$ cat src/rtl/neuron_loader_if.sv
// rtl/neuron_loader_if.sv - byte stream in / result out handshakes of the neuron loader
interface neuron_loader_if #(
   parameter int WIDTH = 8
);
   logic [WIDTH-1:0]   in_data;
   logic               in_valid;
   logic               in_ready;
   logic [2*WIDTH+1:0] res_data;
   logic               res_valid;
   logic               res_ready;

   modport master (
      output in_data, in_valid, res_ready,
      input  in_ready, res_data, res_valid
   );

   modport slave (
      input  in_data, in_valid, res_ready,
      output in_ready, res_data, res_valid
   );
endinterface

$ cat src/rtl/neuron_loader.sv
// rtl/neuron_loader.sv - assembles x/w/b lanes from a byte stream, captures neuron y one cycle later
module neuron_loader #(
   parameter int N     = 4,
   parameter int WIDTH = 8
) (
   input  logic                 clk,
   input  logic                 rst,
   neuron_loader_if.slave       bus,
   output logic [N*WIDTH-1:0]   x_out,
   output logic [N*WIDTH-1:0]   w_out,
   output logic [WIDTH-1:0]     b_out,
   input  logic [2*WIDTH+1:0]   y_in,
   output logic                 busy
);
   localparam int CW = (N > 1) ? $clog2(N) : 1;
   localparam logic [CW-1:0] CNT_LAST = CW'(N - 1);

   typedef enum logic [2:0] {
      S_LOAD_X,
      S_LOAD_W,
      S_LOAD_B,
      S_EVAL,
      S_OUT
   } state_e;

   state_e               state_q, state_d;
   logic [CW-1:0]        cnt_q, cnt_d;
   logic [N*WIDTH-1:0]   x_q, x_d;
   logic [N*WIDTH-1:0]   w_q, w_d;
   logic [WIDTH-1:0]     b_q, b_d;
   logic [2*WIDTH+1:0]   res_q, res_d;
   logic                 res_valid_q, res_valid_d;
   logic                 load_st;
   logic                 accept;

   always_ff @(posedge clk) begin
      if (rst) begin
         state_q     <= S_LOAD_X;
         cnt_q       <= '0;
         x_q         <= '0;
         w_q         <= '0;
         b_q         <= '0;
         res_q       <= '0;
         res_valid_q <= 1'b0;
      end else begin
         state_q     <= state_d;
         cnt_q       <= cnt_d;
         x_q         <= x_d;
         w_q         <= w_d;
         b_q         <= b_d;
         res_q       <= res_d;
         res_valid_q <= res_valid_d;
      end
   end

   always_comb begin
      state_d     = state_q;
      cnt_d       = cnt_q;
      x_d         = x_q;
      w_d         = w_q;
      b_d         = b_q;
      res_d       = res_q;
      res_valid_d = res_valid_q;
      load_st     = (state_q == S_LOAD_X) || (state_q == S_LOAD_W) || (state_q == S_LOAD_B);
      accept      = bus.in_valid && load_st;

      case (state_q)
         S_LOAD_X: begin
            if (accept) begin
               for (int i = 0; i < N; i++) begin
                  if (cnt_q == CW'(i)) x_d[i*WIDTH +: WIDTH] = bus.in_data;
               end
               if (cnt_q == CNT_LAST) begin
                  state_d = S_LOAD_W;
                  cnt_d   = '0;
               end else begin
                  cnt_d = cnt_q + CW'(1);
               end
            end
         end
         S_LOAD_W: begin
            if (accept) begin
               for (int i = 0; i < N; i++) begin
                  if (cnt_q == CW'(i)) w_d[i*WIDTH +: WIDTH] = bus.in_data;
               end
               if (cnt_q == CNT_LAST) begin
                  state_d = S_LOAD_B;
                  cnt_d   = '0;
               end else begin
                  cnt_d = cnt_q + CW'(1);
               end
            end
         end
         S_LOAD_B: begin
            if (accept) begin
               b_d     = bus.in_data;
               state_d = S_EVAL;
            end
         end
         // lanes are stable through this whole cycle, giving neuron a full period to settle
         S_EVAL: begin
            res_d       = y_in;
            res_valid_d = 1'b1;
            state_d     = S_OUT;
         end
         S_OUT: begin
            if (bus.res_ready) begin
               res_valid_d = 1'b0;
               state_d     = S_LOAD_X;
               cnt_d       = '0;
            end
         end
         default: begin
            state_d = S_LOAD_X;
            cnt_d   = '0;
         end
      endcase
   end

   assign bus.in_ready  = load_st;
   assign bus.res_data  = res_q;
   assign bus.res_valid = res_valid_q;
   assign x_out         = x_q;
   assign w_out         = w_q;
   assign b_out         = b_q;
   assign busy          = !((state_q == S_LOAD_X) && (cnt_q == '0));
endmodule

$ cat src/flat_wrapper.sv
// flat-port wrapper written by rule: the top's interface ports become plain ports
module neuron_loader_flat 
#(
   parameter int N     = 4,
   parameter int WIDTH = 8
)
  (clk, rst, x_out, w_out, b_out, y_in, busy, bus_in_data, bus_in_valid, bus_res_ready, bus_in_ready, bus_res_data, bus_res_valid);
  neuron_loader_if #(.WIDTH(WIDTH)) bus_i ();
  input  logic clk;
  input  logic rst;
  output logic [N*WIDTH-1:0] x_out;
  output logic [N*WIDTH-1:0] w_out;
  output logic [WIDTH-1:0] b_out;
  input  logic [2*WIDTH+1:0] y_in;
  output logic busy;
  input wire logic [$bits(bus_i.in_data)-1:0] bus_in_data;
  input wire logic [$bits(bus_i.in_valid)-1:0] bus_in_valid;
  input wire logic [$bits(bus_i.res_ready)-1:0] bus_res_ready;
  output wire logic [$bits(bus_i.in_ready)-1:0] bus_in_ready;
  output wire logic [$bits(bus_i.res_data)-1:0] bus_res_data;
  output wire logic [$bits(bus_i.res_valid)-1:0] bus_res_valid;
  assign bus_i.in_data = bus_in_data;
  assign bus_i.in_valid = bus_in_valid;
  assign bus_i.res_ready = bus_res_ready;
  assign bus_in_ready = bus_i.in_ready;
  assign bus_res_data = bus_i.res_data;
  assign bus_res_valid = bus_i.res_valid;
  neuron_loader #(.N(N), .WIDTH(WIDTH)) u_core (.clk(clk), .rst(rst), .bus(bus_i), .x_out(x_out), .w_out(w_out), .b_out(b_out), .y_in(y_in), .busy(busy));
endmodule
$ cat config.mk
export PLATFORM = sky130hd
export DESIGN_NAME = neuron_loader_flat
export DESIGN_NICKNAME = d
export VERILOG_FILES = /design/src/rtl/neuron_loader_if.sv /design/src/rtl/neuron_loader.sv /design/src/flat_wrapper.sv
export SDC_FILE = /design/constraint.sdc
export NUM_CORES = 1
export LEC_CHECK = 0
export CELL_PAD_IN_SITES_DETAIL_PLACEMENT = 0
export CELL_PAD_IN_SITES_GLOBAL_PLACEMENT = 2
export CORE_ASPECT_RATIO = 0.75
export CORE_UTILIZATION = 25
export CTS_CLUSTER_SIZE = 16
export DETAILED_ROUTE_END_ITERATION = 8
export GPL_TIMING_DRIVEN = 0
export PLACE_DENSITY = 0.86
export SYNTH_ARGS = -nofsm -noshare
export SYNTH_HDL_FRONTEND = slang
export SYNTH_SLANG_ARGS = --single-unit
export TNS_END_PERCENT = 5
$ cat constraint.sdc
create_clock -name clk -period 1.3 [get_ports clk]
set_input_delay 0.195 -clock clk [delete_from_list [all_inputs] [get_ports clk]]
set_output_delay 0.195 -clock clk [all_outputs]
set_load 0.005 [all_outputs]
# After elaboration in Yosys (flattened, before gate mapping)
# Cells that the tools add are included.
# totals
regBits,96
inputBits,30
out_inout_bits,93
# classes
n_addsub,1
eq_ne,14
n_mux,13
bitwise,1
n_reduce_logical,22
# op_table
operator,n
3-bit AND reduction,9
3-bit 2-to-1 mux,6
3-bit case mux with 5 select lines,1
2-bit by 1-bit inequality test with 1-bit output (second input constant),5
3-bit by 2-bit == test with 1-bit output (second input constant),2
2-bit 2-to-1 mux,3
2-bit case mux with 3 select lines,1
6-bit AND reduction,1
2-bit == test (second input constant),2
2-bit inequality test (second input constant),2
2-bit AND reduction,2
2-bit OR reduction,2
3-bit by 1-bit == test with 1-bit output (second input constant),1
3-bit == test (second input constant),1
3-bit zero test,1
2-bit by 1-bit adder with 2-bit output (second input constant),1
2-bit by 1-bit == test with 1-bit output (second input constant),1
1-bit logical AND,2
2-bit zero test,1
1-bit logical OR,2
1-bit case mux with 2 select lines,1
2-bit nonzero test,1
1-bit zero test,1
1-bit 2-to-1 mux,1
1-bit NOT,1

# Logic depth before layout (Yosys ltp)
# depth
word_depth,6
depth_mapped,6
depth_no_buf,5

# Worst setup path before layout
# OpenSTA, ideal clock, no wires.
# synth_timing
kind,register to register
startpoint,register u_core.state_q[1]
endpoint,register u_core.cnt_q[0]
arrival_time_ps,1245
setup_slack_ps,-68
path_stages_with_launch,4
path_cell_list,dfxtp_1 -> or4b_4 -> o21ai_2 -> mux2_1
# synth_between
elab_chain_len,6
# synth_lines
element,line_no,text
from (decl),neuron_loader.sv:26,"state_e state_q, state_d;"
from (signal assigned),neuron_loader.sv:46,state_q <= state_d;
3-bit by 1-bit == test with 1-bit output or 3-bit zero test (tied branches),"neuron_loader.sv:64, neuron_loader.sv:67",
1-bit logical OR (2 in series),neuron_loader.sv:64,load_st = (state_q == S_LOAD_X) || (state_q == S_LOAD_W) || (state_q == S_LOAD_B);
1-bit logical AND,neuron_loader.sv:65,accept = bus.in_valid && load_st;
2-bit by 1-bit inequality test with 1-bit output (no source line),n/a,
3-bit AND reduction (no source line),n/a,
to (signal assigned),neuron_loader.sv:47,cnt_q <= cnt_d;
to (decl),neuron_loader.sv:27,"logic [CW-1:0] cnt_q, cnt_d;"
# Several ways; a longest one is shown, not always the timed one.
# A chain may end at the register's enable or synchronous reset.

# Worst setup path in the final report
# Ends and elaborated chain as after synthesis.

==> metrics.md <==
| Metric | Value |
|---|---|
| Outcome | `finished, violations left` |
| Failing checks | `negative setup slack` |
| Post-Syn Instances | `376` |
| Startpoint types | `flop` |
| Period utilization | `110%` |
| Max rail drop VDD | `0.626 mV` |
| DP Area | `0.00532 mm^2` |
| Ys flop type | `dfxtp_1` |
| CP Capture Type | `flop` |
| Worst-margin pin slew | `0.444 ns` |
| Core area | `0.0147 mm^2` |
| Switching power share of the total | `22.3%` |
| Maximum clock rate | `697 MHz` |
| Overall Global Routing Usage | `13.5%` |
| Yosys Warn Count | `0` |
| Initial antenna violation count | `0` |
| Longest Clk Path Bufs | `2` |
| Setup ws final | `-0.135 ns` |
| Root Buffer | `clkbuf_16` |
| CTS tree | `yes` |
| Avg Inst Size Synth | `10.2 um^2` |
| First DRT Iteration DRCs | `82` |
| Area Overhead vs Synth | `48.6%` |
| H-tree depth | `3` |
| Initial Utilization | `26.1%` |
| Clock transition at path regs | `0.06 ns` |
| Critical path's slowest cell | `or4b_4` |
| Worst Setup Path Type | `flop to flop` |
| Largest net degree at the start of global routing | `19` |
| Final Hold Vio Count | `0` |
| Fin cells | `714` |
| Post-synth EDFFs | `0` |
| Synthesis-stage register bit count | `96` |
| Mapped Area | `0.00385 mm^2` |
| Finished Cell Area | `0.00572 mm^2` |
| Global route total overflow | `0` |
| Wire per inst | `14.7 um` |
| Setup_tns | `-0.308 ns` |
| Worst hold path class | `primary input to flop` |
| Register area share after synthesis | `49.9%` |
| HPWL Detailed | `7.60 mm` |
| Die Y | `109 um` |
| Combinational share of power | `8.4%` |
| Synth cell types | `31` |
| Clock share of power | `42.5%` |
| Die width | `145 um` |
| Via count | `3,027` |
| Slowest Stage Delay on Critical Path | `0.56 ns` |
| Drt pass-1 iters | `4` |
| FP Rows | `38` |
| R2R setup slack | `-0.13 ns` |
| Fin util | `38.8%` |
| Worst Skew | `0.00702 ns` |
| MaxCap Viol Count | `0` |
| Internal | `4.79 mW` |
| RePlAce Congestion | `0.742` |
| Later-pin clock latency in the skew report | `0.33 ns` |
| Vias per cell | `4.24` |
| First-pass GRT wire length | `16.4 mm` |
| Final ANT Viol Nets | `0` |
| # nets final | `545` |
| Top-Level Pins | `123` |
| Num Clock Sinks | `96` |
| Crit-path cells | `or4b_4, o21ai_4, mux2_4` |
| Drt total wl | `10.5 mm` |
| Slew Limit Fails | `0` |
| Pleak | `2.84 nW` |
| Syn nets | `410` |
| NetSw | `1.38 mW` |
| Critical Path Fanout Max | `7` |
| Vias in the first global route | `3,077` |
| Tmin final | `1.43 ns` |
| Dpl cells | `698` |
| Drt drc | `0` |
| Final Setup Violations | `5` |
| Die area | `0.0159 mm^2` |
| Share of power burned in registers | `49.1%` |
| Relative slew slack | `70.4%` |
| Async S/R FF share, synth | `0%` |
| Diode count | `0` |
| Worst Path Required | `1.53 ns` |
| WP data arrival | `1.66 ns` |
| Layout cells sized above 1 | `20.0%` |
| Pwr per Cell Area | `1080 mW/mm^2` |
| RSZ-0062 raised after global routing | `true` |
| # port buffers | `122` |
| TritonCTS buffer count | `9` |
logic make-up (layout without fill, tap and decap cells):
logic type,count (synthesis),after routing,synth area share [%]
compound gates,27,27,3.80
fa+ha+maj,4,4,1.30
buf+inv,32,170,4.00
flops,96,96,49.9
mux,75,75,19.5
simple gates,142,142,21.4
power groups by stage:
stage | registers, mW | logic, mW | clock network (mW)
6_report | 3.03 | 0.516 | 2.62
5_1_grt | 3.03 | 0.558 | 2.83
4_1_cts | 3.03 | 0.499 | 2.73
3_5_place_dp | 3.09 | 0.509 | 0
3_3_place_gp | 3.09 | 0.501 | 0
2_1_floorplan | 3.09 | 0.233 | 0
synth_stat cells, types with 4 or more instances:
cell type	n	share of area, %
nand3_2	4	1.0
mux2i_1	74	19
buf_2	6	0.78
nand2b_1	73	12
ha_1	4	1.3
nand2_1	37	3.6
clkbuf_1	8	0.78
dfxtp_1	96	50
buf_4	7	1.4
buf_1	8	0.78
nor2_1	10	0.98
a21oi_1	22	2.9
per-layer routing:
layer	GRT usage, %	share of wire (%)	up-vias
met3	4.94	6.1	16
li1	-	-	1510
met2	22.3	45	74
met4	4.36	1.6	0
met5	0	0	-
met1	16.5	47	1427
path summary, 6_finish.rpt:
path	startpoint	endpoint	cells past startpoint
worst max-delay path	u_core.state_q[1]	u_core.cnt_q[0]	3
worst min-delay path	y_in[5]	u_core.bus.res_data[5]	3
worst max register to register	u_core.state_q[1]	u_core.cnt_q[0]	3
worst min register to register	u_core.bus.res_data[16]	u_core.bus.res_data[16]	2
stage by stage:
stage	hold WS, ns	total power [mW]	setup slack, ns
4_1_cts	0.388	6.25	-0.135
2_1_floorplan	0.331	3.32	-0.0570
3_5_place_dp	0.449	3.60	-0.716
6_report	0.405	6.17	-0.135
3_3_place_gp	0.445	3.59	-0.647
5_1_grt	0.410	6.42	-0.162
cell type report:
type | count | area [um^2]
fillers | 1515 | 9020
flip-flops and latches | 96 | 1970
multi-input cells | 248 | 1860
repair buffers | 129 | 1150
well taps | 200 | 250
clock buffers | 11 | 243
plain buffers | 24 | 186
clock inverters | 3 | 43.8
inverters | 3 | 11.3
cell usage in the layout, fill, tap and decap left out, types with 4 or more instances in the layout:
cell and instances:
a21oi_1 22, buf_2 5, buf_4 9, buf_6 6, clkbuf_16 9, clkbuf_2 8
clkdlybuf4s50_1 29, dfxtp_1 63, dfxtp_2 30, dlygate4sd2_1 91, mux2i_1 74, nand2_1 37
nand2b_1 71, nand3_4 4, nor2_1 10
worst max-delay path: cells and delay by family, from the launching register on:
kind / cells / cell delay (ns)
DFF: 1 / 0.36
AOI/OAI and AO/OA: 1 / 0.09
muxes: 1 / 0.31
and+or+nand+nor: 1 / 0.56
registers in the layout (all words and copies together), names as in the netlist:
| signal | count |
|---|---|
| u_core.w_out | 32 |
| u_core.b_out | 8 |
| u_core.x_out | 32 |
| u_core.state_q | 3 |
| u_core.bus.res_data | 18 |
| u_core.cnt_q | 2 |
| u_core.bus.res_valid | 1 |
what timing repair did:
action / in CTS / in global routing
hold buffers: 0 / 0
setup buffers: 4 / 3
pin swaps: 2 / 7
resized for setup: 162 / 26
endpoints found under the setup margin: 189 / 92
Power figures use the tool's default switching activity.
